$ cat config.mk
export PLATFORM = sky130hd
export DESIGN_NAME = mc_datapath_hs_flat
export DESIGN_NICKNAME = d
export VERILOG_FILES = /design/src/rtl/mc_datapath_hs_if.sv /design/src/rtl/mc_datapath_hs.sv /design/src/flat_wrapper.sv
export SDC_FILE = /design/constraint.sdc
export NUM_CORES = 2
export LEC_CHECK = 0
export ABC_CLOCK_PERIOD_IN_PS = 4500
export BUFFER_PORTS_ARGS = -buffer_cell sky130_fd_sc_hd__buf_2
export CAP_MARGIN = 20
export CORE_ASPECT_RATIO = 2
export CORE_MARGIN = 2
export CORE_UTILIZATION = 30
export CTS_CLUSTER_SIZE = 24
export DETAILED_ROUTE_END_ITERATION = 8
export PLACE_DENSITY = 0.5
export SYNTH_ARGS = -nofsm -noshare
export SYNTH_HDL_FRONTEND = slang
export SYNTH_SLANG_ARGS = --single-unit
$ cat constraint.sdc
create_clock -name clk -period 4.5 [get_ports clk]
set_clock_uncertainty 0.2 [all_clocks]
set_input_delay 0.225 -clock clk [delete_from_list [all_inputs] [get_ports clk]]
set_output_delay 0.225 -clock clk [all_outputs]
set_load 0.02 [all_outputs]
$ cat src/rtl/mc_datapath_hs_if.sv
// Shared instruction/data memory port of the multicycle core (req/ack handshake).
// Latency: none, wires only; the core holds a request until the memory acks it.
// Backpressure: memory stalls the core by withholding mem_ack; request fields stay stable.
interface mc_datapath_hs_if #(
  parameter int DATA_SIZE = 32,
  parameter int ADDR_SIZE = 16
);
  logic                 mem_req;
  logic                 mem_we;
  logic [ADDR_SIZE-1:0] mem_addr;
  logic [DATA_SIZE-1:0] mem_wdata;
  logic [DATA_SIZE-1:0] mem_rdata;
  logic                 mem_ack;

  // core side
  modport master (
    output mem_req, mem_we, mem_addr, mem_wdata,
    input  mem_rdata, mem_ack
  );

  // memory / arbiter side
  modport slave (
    input  mem_req, mem_we, mem_addr, mem_wdata,
    output mem_rdata, mem_ack
  );
endinterface

$ cat src/rtl/mc_datapath_hs.sv
// Multicycle core: datapath, register file and sequencing FSM on one shared memory port.
// Latency (zero-wait): ALU/LD 4, ST/BEQZ 3, J/NOP/HALT 2 cycles; +1 per cycle without ack.
// Backpressure: FETCH and MEM hold mem_req and its fields until mem_ack; nothing else stalls.
module mc_datapath_hs #(
  parameter int DATA_SIZE = 32,  // 32 or 64
  parameter int ADDR_SIZE = 16,  // up to 32
  parameter int NUM_REGS  = 32,  // 2..32
  parameter int ZERO_R0   = 1,
  parameter int CNT_SIZE  = 32
) (
  input  logic                 clk,
  input  logic                 reset,   // asynchronous, active low
  mc_datapath_hs_if.master     mem,
  output logic [ADDR_SIZE-1:0] pc,
  output logic                 halted,
  output logic                 illegal,
  output logic [CNT_SIZE-1:0]  retired
);

  localparam int IDX_W = (NUM_REGS > 1) ? $clog2(NUM_REGS) : 1;

  localparam logic [2:0] ST_FETCH  = 3'd0;
  localparam logic [2:0] ST_DECODE = 3'd1;
  localparam logic [2:0] ST_EXEC   = 3'd2;
  localparam logic [2:0] ST_MEM    = 3'd3;
  localparam logic [2:0] ST_WB     = 3'd4;
  localparam logic [2:0] ST_HALT   = 3'd5;

  localparam logic [5:0] OP_NOP  = 6'd0;
  localparam logic [5:0] OP_ADD  = 6'd1;
  localparam logic [5:0] OP_SUB  = 6'd2;
  localparam logic [5:0] OP_AND  = 6'd3;
  localparam logic [5:0] OP_OR   = 6'd4;
  localparam logic [5:0] OP_ADDI = 6'd5;
  localparam logic [5:0] OP_ORI  = 6'd6;
  localparam logic [5:0] OP_LD   = 6'd7;
  localparam logic [5:0] OP_ST   = 6'd8;
  localparam logic [5:0] OP_BEQZ = 6'd9;
  localparam logic [5:0] OP_J    = 6'd10;
  localparam logic [5:0] OP_HALT = 6'd63;

  localparam logic [ADDR_SIZE-1:0] PC_ONE  = 1;
  localparam logic [CNT_SIZE-1:0]  CNT_ONE = 1;

  logic [2:0]           state;
  logic [31:0]          ir;
  logic [DATA_SIZE-1:0] a_q, b_q, s_q, alu_out;
  logic [DATA_SIZE-1:0] regs [NUM_REGS];

  // Instruction fields
  logic [5:0]  op;
  logic [4:0]  r1, r2, r3;
  logic [15:0] imm;
  logic [31:0] imm_sx32, imm_zx32, tgt_zx32;

  assign op       = ir[31:26];
  assign r1       = ir[25:21];
  assign r2       = ir[20:16];
  assign r3       = ir[15:11];
  assign imm      = ir[15:0];
  assign imm_sx32 = {{16{imm[15]}}, imm};
  assign imm_zx32 = {16'h0000, imm};
  assign tgt_zx32 = {6'b000000, ir[25:0]};

  logic [DATA_SIZE-1:0] imm_sext, imm_zext;
  assign imm_sext = {{(DATA_SIZE-16){imm[15]}}, imm};
  assign imm_zext = {{(DATA_SIZE-16){1'b0}}, imm};

  logic op_legal;
  assign op_legal = (op <= OP_J) || (op == OP_HALT);

  // Indices past the implemented file, and R0 when hardwired, read as zero
  function automatic logic [DATA_SIZE-1:0] rf_read(input logic [4:0] idx);
    rf_read = '0;
    if ((int'(idx) < NUM_REGS) && !((ZERO_R0 != 0) && (idx == 5'd0)))
      rf_read = regs[idx[IDX_W-1:0]];
  endfunction

  logic wb_en;
  assign wb_en = (int'(r1) < NUM_REGS) && !((ZERO_R0 != 0) && (r1 == 5'd0));

  // Memory port: request only in FETCH/MEM, and dropped the instant reset asserts
  logic mem_req_i, xfer;
  assign mem_req_i     = reset && ((state == ST_FETCH) || (state == ST_MEM));
  assign xfer          = mem_req_i && mem.mem_ack;
  assign mem.mem_req   = mem_req_i;
  assign mem.mem_we    = mem_req_i && (state == ST_MEM) && (op == OP_ST);
  assign mem.mem_addr  = (state == ST_MEM) ? imm_zx32[ADDR_SIZE-1:0] : pc;
  assign mem.mem_wdata = s_q;

  assign halted = (state == ST_HALT);

  // ALU result for the register/immediate arithmetic ops
  logic [DATA_SIZE-1:0] alu_res;
  always_comb begin
    alu_res = '0;
    case (op)
      OP_ADD:  alu_res = a_q + b_q;
      OP_SUB:  alu_res = a_q - b_q;
      OP_AND:  alu_res = a_q & b_q;
      OP_OR:   alu_res = a_q | b_q;
      OP_ADDI: alu_res = a_q + imm_sext;
      OP_ORI:  alu_res = a_q | imm_zext;
      default: alu_res = '0;
    endcase
  end

  // One retire event per completed instruction, in whichever state finishes it
  logic retire;
  always_comb begin
    retire = 1'b0;
    case (state)
      ST_DECODE: retire = (op == OP_J) || (op == OP_NOP) || (op == OP_HALT) || !op_legal;
      ST_EXEC:   retire = (op == OP_BEQZ);
      ST_MEM:    retire = xfer && (op == OP_ST);
      ST_WB:     retire = 1'b1;
      default:   retire = 1'b0;
    endcase
  end

  // Register file: cleared by reset, written only in WB
  always_ff @(posedge clk or negedge reset) begin
    if (!reset) begin
      for (int i = 0; i < NUM_REGS; i++) regs[i] <= '0;
    end else if ((state == ST_WB) && wb_en) begin
      regs[r1[IDX_W-1:0]] <= alu_out;
    end
  end

  // Sequencing FSM with its datapath registers, PC and status
  always_ff @(posedge clk or negedge reset) begin
    if (!reset) begin
      state   <= ST_FETCH;
      pc      <= '0;
      ir      <= '0;
      a_q     <= '0;
      b_q     <= '0;
      s_q     <= '0;
      alu_out <= '0;
      illegal <= 1'b0;
      retired <= '0;
    end else begin
      if (retire) retired <= retired + CNT_ONE;
      case (state)
        ST_FETCH: begin
          if (xfer) begin
            ir    <= mem.mem_rdata[31:0];
            pc    <= pc + PC_ONE;
            state <= ST_DECODE;
          end
        end
        ST_DECODE: begin
          a_q <= rf_read(r2);
          b_q <= rf_read(r3);
          s_q <= rf_read(r1);
          if (!op_legal) begin
            illegal <= 1'b1;
            state   <= ST_FETCH;
          end else if (op == OP_J) begin
            pc    <= tgt_zx32[ADDR_SIZE-1:0];
            state <= ST_FETCH;
          end else if (op == OP_NOP) begin
            state <= ST_FETCH;
          end else if (op == OP_HALT) begin
            state <= ST_HALT;
          end else if ((op == OP_LD) || (op == OP_ST)) begin
            state <= ST_MEM;
          end else begin
            state <= ST_EXEC;
          end
        end
        ST_EXEC: begin
          if (op == OP_BEQZ) begin
            // pc already points past the branch, so the offset is relative to pc+1
            if (s_q == '0) pc <= pc + imm_sx32[ADDR_SIZE-1:0];
            state <= ST_FETCH;
          end else begin
            alu_out <= alu_res;
            state   <= ST_WB;
          end
        end
        ST_MEM: begin
          if (xfer) begin
            if (op == OP_LD) begin
              alu_out <= mem.mem_rdata;
              state   <= ST_WB;
            end else begin
              state <= ST_FETCH;
            end
          end
        end
        ST_WB:   state <= ST_FETCH;
        ST_HALT: state <= ST_HALT;
        default: state <= ST_FETCH;
      endcase
    end
  end

endmodule

$ cat src/flat_wrapper.sv
// flat-port wrapper written by rule: the top's interface ports become plain ports
module mc_datapath_hs_flat 
#(
  parameter int DATA_SIZE = 32,             
  parameter int ADDR_SIZE = 16,             
  parameter int NUM_REGS  = 32,          
  parameter int ZERO_R0   = 1,
  parameter int CNT_SIZE  = 32
)
  (clk, reset, pc, halted, illegal, retired, mem_mem_req, mem_mem_we, mem_mem_addr, mem_mem_wdata, mem_mem_rdata, mem_mem_ack);
  mc_datapath_hs_if #(.DATA_SIZE(DATA_SIZE), .ADDR_SIZE(ADDR_SIZE)) mem_i ();
  input  logic clk;
  input  logic reset;
  output logic [ADDR_SIZE-1:0] pc;
  output logic halted;
  output logic illegal;
  output logic [CNT_SIZE-1:0] retired;
  output wire logic [$bits(mem_i.mem_req)-1:0] mem_mem_req;
  output wire logic [$bits(mem_i.mem_we)-1:0] mem_mem_we;
  output wire logic [$bits(mem_i.mem_addr)-1:0] mem_mem_addr;
  output wire logic [$bits(mem_i.mem_wdata)-1:0] mem_mem_wdata;
  input wire logic [$bits(mem_i.mem_rdata)-1:0] mem_mem_rdata;
  input wire logic [$bits(mem_i.mem_ack)-1:0] mem_mem_ack;
  assign mem_mem_req = mem_i.mem_req;
  assign mem_mem_we = mem_i.mem_we;
  assign mem_mem_addr = mem_i.mem_addr;
  assign mem_mem_wdata = mem_i.mem_wdata;
  assign mem_i.mem_rdata = mem_mem_rdata;
  assign mem_i.mem_ack = mem_mem_ack;
  mc_datapath_hs #(.DATA_SIZE(DATA_SIZE), .ADDR_SIZE(ADDR_SIZE), .NUM_REGS(NUM_REGS), .ZERO_R0(ZERO_R0), .CNT_SIZE(CNT_SIZE)) u_core (.clk(clk), .reset(reset), .mem(mem_i), .pc(pc), .halted(halted), .illegal(illegal), .retired(retired));
endmodule
==> Word level (Yosys, flattened, before mapping) <==
Cells that the tools add are included.
{ "totals": {"regBits": 1236, "elab_cells": 149, "inputBits": 35, "out_inout_bits": 100} }
{ "op_classes": {"n_mux": 38, "n_addsub": 6, "reduce_logical": 28, "bitwise": 7, "magnitude_cmp": 5, "eq_ne": 24} }
{ "op_table": {"columns": ["op", "count"], "rows": [
  ["$bwmux 1024", 1],
  ["$bmux 32 s5", 3],
  ["$mux 32", 13],
  ["$pmux 32 s6", 1],
  ["$demux 32 s5", 1],
  ["$mux 16", 6],
  ["$add 32x32->32", 2],
  ["$pmux 32 s2", 1],
  ["$pmux 16 s3", 1],
  ["$add 32x1->32 const B", 1],
  ["$and 32x32->32", 1],
  ["$logic_not 32->1", 1],
  ["$or 32x16->32", 1],
  ["$or 32x32->32", 1],
  ["$sub 32x32->32", 1],
  ["$eq 6x3->1 const B", 4],
  ["$mux 3", 8],
  ["$eq 6x4->1 const B", 3],
  ["$ge 6x6->1 const B", 3],
  ["$not 5->6", 3],
  ["$add 16x1->16 const B", 1],
  ["$add 16x16->16", 1],
  ["$logic_not 5->1", 3],
  ["$pmux 3 s5", 1],
  ["23 further kinds", 46]
]} }

==> Longest topological paths before layout <==
{ "logic_depth": {"word_depth": 8, "mapped_depth": 20, "mapped_depth_nobuf": 20} }

==> Least setup slack after synthesis <==
No wires, ideal clock.
{ "synth_timing": {"path_type": "register to register", "startpoint": "reg u_core.b_q[1]", "endpoint": "reg u_core.alu_out[31]", "stages_incl_launch_ff": 19, "setup_ns": 0.126, "path_buffers": 0, "slack_ns": -0.243, "arrival_ns": 4.417, "t_required_ns": 4.174, "cell_sequence": "dfrtp_1 -> inv_1 -> ha_1 -> nor3b_1 -> nand2_1 -> or4_1 -> or3_1 -> or3_1 -> a221o_1 -> ha_1 -> nand2_1 -> o21ai_0 -> nor2_1 -> o211ai_1 -> a41oi_1 -> o21ai_0 -> a221oi_1 -> xnor2_1 -> o21ai_1"} }
{ "synth_via": {"elab_chain_len": 4, "word_cells_on_any_way": 5, "classes_between": "2 x add/sub; 3 x mux"} }
{ "synth_lines": {"columns": ["element", "line_no", "text"], "rows": [
  ["start, declared", "mc_datapath_hs.sv:47", "logic [DATA_SIZE-1:0] a_q, b_q, s_q, alu_out;"],
  ["start signal, assigned", "mc_datapath_hs.sv:154", "b_q <= rf_read(r3);"],
  ["$sub 32x32->32 or $add 32x32->32 (tied branches)", "mc_datapath_hs.sv:99, mc_datapath_hs.sv:98", null],
  ["$pmux 32 s6 *", "mc_datapath_hs.sv:97", "case (op)"],
  ["$mux 32 *", "mc_datapath_hs.sv:173", "if (op == OP_BEQZ) begin"],
  ["$pmux 32 s2 *", "mc_datapath_hs.sv:144", "case (state)"],
  ["end signal, assigned", "mc_datapath_hs.sv:178", "alu_out <= alu_res;"],
  ["end signal, assigned", "mc_datapath_hs.sv:185", "alu_out <= mem.mem_rdata;"],
  ["end, declared", "mc_datapath_hs.sv:47", null]
]} }
Mark *: on every way between the ends. The rest lies on a longest branch, timed or not. The select of a mux whose other input is x is not followed.
A chain may end at the register's enable or synchronous reset.

==> Final worst setup path <==
{ "layout_timing": {"startpoint": "reg u_core.b_q[0]", "endpoint": "reg u_core.alu_out[23]"} }
Same word-level chain as after synthesis.

==> flow_summary.json <==
{
  "worst_slack_ns": -0.0496,
  "clk_pin_slew_ns": 0.07,
  "cts.path.max_buffers": 3,
  "drive_gt1_share_pct": 46.3,
  "report.final.slew_viol_count": 0,
  "p_seq_share_pct": 30.3,
  "cts_tree": "yes",
  "crit_type": "register to register",
  "required_ns": 4.93,
  "outcome": "complete, but fails checks",
  "io_buffers": 134,
  "gp_congestion": 0.964,
  "p_int_mw": 26.4,
  "synth_edf_count": 0,
  "pin_count": 135,
  "start_kind": "register",
  "clock_sinks": 1236,
  "wl_per_cell_um": 34.7,
  "clk_latency_ns": 0.77,
  "num_vias": 54643,
  "synth_seq_cells": 1236,
  "rsz0062_at_grt": "yes",
  "avgSynthCellArea_um2": 13.3,
  "finalSetupViolations": 3,
  "grt_use_total_pct": 24.7,
  "max_cap_violations": 0,
  "drtIter0Drc": 4275,
  "power_density_nw_per_um2": 545,
  "synthArstFlopShare_pct": 100,
  "finalCritPeriodShare_pct": 101,
  "final_cells": 9074,
  "syn_nets": 5696,
  "fmax_mhz": 220,
  "critical_path.max_fanout": 3,
  "grt_pass1_wl_mm": 444,
  "drt-vias-per-instance": 6.02,
  "hp-class": "input pin to register",
  "total_power_mw": 47.0,
  "routed_wl_mm": 315,
  "synth_ff_type": "dfrtp_1",
  "violations": "design-rule violations, negative setup slack",
  "leakagePower_nw": 38.2,
  "p_sw_mw": 20.6,
  "worstPathArrival_ns": 4.98,
  "clockPowerShare_pct": 23.7,
  "swShare_pct": 43.9,
  "dp.cells": 8768,
  "first_global_vias": 56941,
  "fin_setup_tns_ns": -0.133,
  "slew_headroom_pct": 21.3,
  "dr.pass1.iters": 9,
  "final_net_count": 5782,
  "endpoint_kind": "register",
  "hold_viol": 0,
  "synthCells": 5604,
  "yosys.cell_types.count": 67,
  "die_x_um": 356,
  "ant_nets": 0,
  "core_area_um2": 247000,
  "fp.dieArea_um2": 252000,
  "tightest_slew_ns": 1.18,
  "start_util_pct": 30.1,
  "drcViolationCount": 2,
  "yosysSeqAreaShare_pct": 41.6,
  "syn_area_um2": 74300,
  "period_needed_ns": 4.55,
  "yosysWarnings": 0,
  "cts_root_buf": "clkbuf_16",
  "cts_buffers": 114,
  "htreeDepth": 3,
  "utilization_pct": 35.0,
  "grt_max_degree": 146,
  "ir_worst_vdd_mv": 0.735,
  "timing.hold.ws_ns": 0.106,
  "hpwl_mm": 202,
  "syn_to_final_growth_pct": 16.2,
  "rows": 258,
  "grt-ovfl-total": 0,
  "power_frac_comb_pct": 45.9,
  "die_h_um": 708,
  "antenna_found_initial": 15
}
==> placed cells by master (no fill, tap or decap), types with 18 or more instances in the layout <==
master            n
nand3_1          28
nor2_1          118
clkbuf_8         26
a22o_1           33
bufinv_16        19
dlygate4sd3_1    35
nand2_1         220
nor3_1           65
nand2_4          24
inv_1            25
mux2i_1         226
clkbuf_16       116
buf_2           133
buf_4           306
a21oi_1         230
mux2_2         1088
o22ai_1          70
a21o_1           37
a22oi_1         139
xor2_1           25
dfrtp_1        1221
mux4_2          707
diode_2          33
and2_1           21
clkinv_2         26
o221ai_1         69
buf_12           73
nand4_1          41
xnor2_1          39
ha_1             47
o21ai_0         226
a221o_1          18
==> path summary, 6_finish.rpt <==
kind,startpoint,endpoint,slack (ns),depth (start not counted)
worst min-delay path,mem_mem_rdata[10],u_core.ir[10],0.11,3
worst min register to register,u_core.regs[999],u_core.regs[999],0.22,0
worst max-delay path,u_core.b_q[0],u_core.alu_out[23],-0.05,19
worst max register to register,u_core.b_q[0],u_core.alu_out[23],-0.05,19
min in group asynchronous,reset,u_core.regs[989],0.41,4
max in group asynchronous,reset,u_core.regs[360],1.36,6
==> metal layers <==
layer  GRT usage [%]  vias up  routed length [um]
li1                -    22096                   -
met1            27.1    29497              110000
met2            43.2     2227              160000
met3            3.90      815               17900
met4            17.7        8               26800
met5               0        -                  53
==> per-stage QoR <==
step / area (um^2) / setup WS [ns]
3_3_place_gp: 80900 / -0.471
6_report: 86300 / -0.0496
3_5_place_dp: 81000 / -0.412
2_1_floorplan: 74300 / 0.0179
4_1_cts: 85600 / 0.000515
5_1_grt: 86300 / -0.159
==> state kept, by name, indices dropped and copies added, names as in the netlist <==
signal,count
u_core.illegal,1
u_core.mem.mem_wdata,32
u_core.a_q,32
u_core.retired,32
u_core.regs,1024
u_core.state,3
u_core.alu_out,32
u_core.ir,32
u_core.b_q,32
u_core.pc,16
==> layout make-up <==
cell class	instances	area, um^2
repair buffers	561	5140
clock inverters	63	875
clock buffers	154	3310
fillers	23978	160000
inverters	27	101
flip-flops and latches	1236	31000
diodes	33	82.6
well taps	3250	4070
multi-input cells	3750	41800
==> Yosys cell counts (13+ instances only) <==
library cell / count / share of area, %
dfrtp_1: 1236 / 42
mux2_2: 1088 / 16
mux4_2: 707 / 21
clkbuf_1: 400 / 2.0
nand2_1: 247 / 1.2
a21oi_1: 242 / 1.6
o21ai_0: 237 / 1.6
mux2i_1: 231 / 3.1
buf_1: 160 / 0.81
a22oi_1: 139 / 1.4
nor2_1: 127 / 0.64
nor3_1: 72 / 0.49
o221ai_1: 70 / 0.83
o22ai_1: 70 / 0.59
ha_1: 55 / 0.93
nand4_1: 41 / 0.35
xnor2_1: 40 / 0.47
a21o_1: 37 / 0.37
a22o_1: 33 / 0.39
buf_2: 31 / 0.21
nand3_1: 28 / 0.19
inv_1: 27 / 0.14
xor2_1: 25 / 0.29
and2_1: 22 / 0.19
a221o_1: 19 / 0.26
and3_1: 18 / 0.15
nor2b_1: 16 / 0.13
nor4_1: 16 / 0.13
a221oi_1: 13 / 0.15
o31ai_1: 13 / 0.13
==> power groups by stage <==
stage	logic [mW]	clock network (mW)	registers [mW]
global placement	20.5	0	14.8
floorplan	12.6	0	13.3
detailed placement	20.7	0	14.8
CTS	20.8	11.3	14.5
global route	22.4	11.7	14.4
finish	21.6	11.2	14.3
==> what timing repair did <==
| item | in CTS | in global routing |
|---|---|---|
| endpoints found under the setup margin | 13 | 17 |
| pin swaps | 10 | 26 |
| buffers inserted | 1 | 9 |
| gates resized for setup | 25 | 57 |
| gates cloned | 0 | 0 |
| hold buffers | 36 | 0 |
| hold endpoints to repair | 536 | 0 |
==> logic make-up (layout without fill, tap and decap cells) <==
| logic type | Yosys count | count (layout) | share of synthesized area [%] |
|---|---|---|---|
| xor+xnor | 65 | 65 | 0.766 |
| flops | 1236 | 1236 | 41.6 |
| mux | 2026 | 2026 | 41.0 |
| compound gates | 957 | 957 | 8.29 |
| other cells | 0 | 33 | 0 |
| fa+ha+maj | 57 | 57 | 0.980 |
| simple gates | 645 | 645 | 4.13 |
| buf+inv | 618 | 805 | 3.17 |
==> critical path, stage by stage, from the launching register on <==
cell	delay, ns
dfrtp_1	0.39
inv_2	0.08
ha_4	0.14
nor3b_4	0.22
nand2_2	0.09
or4_4	0.44
or3_4	0.35
or3_4	0.36
a221o_1	0.35
ha_4	0.31
nand2_4	0.06
o21ai_4	0.16
nor2_2	0.05
o211ai_1	0.13
a41oi_2	0.26
buf_4	0.21
o31ai_4	0.21
xor2_1	0.11
a221oi_2	0.24
o21ai_1	0.08
Note: power is estimated with default switching activity, not from simulation.
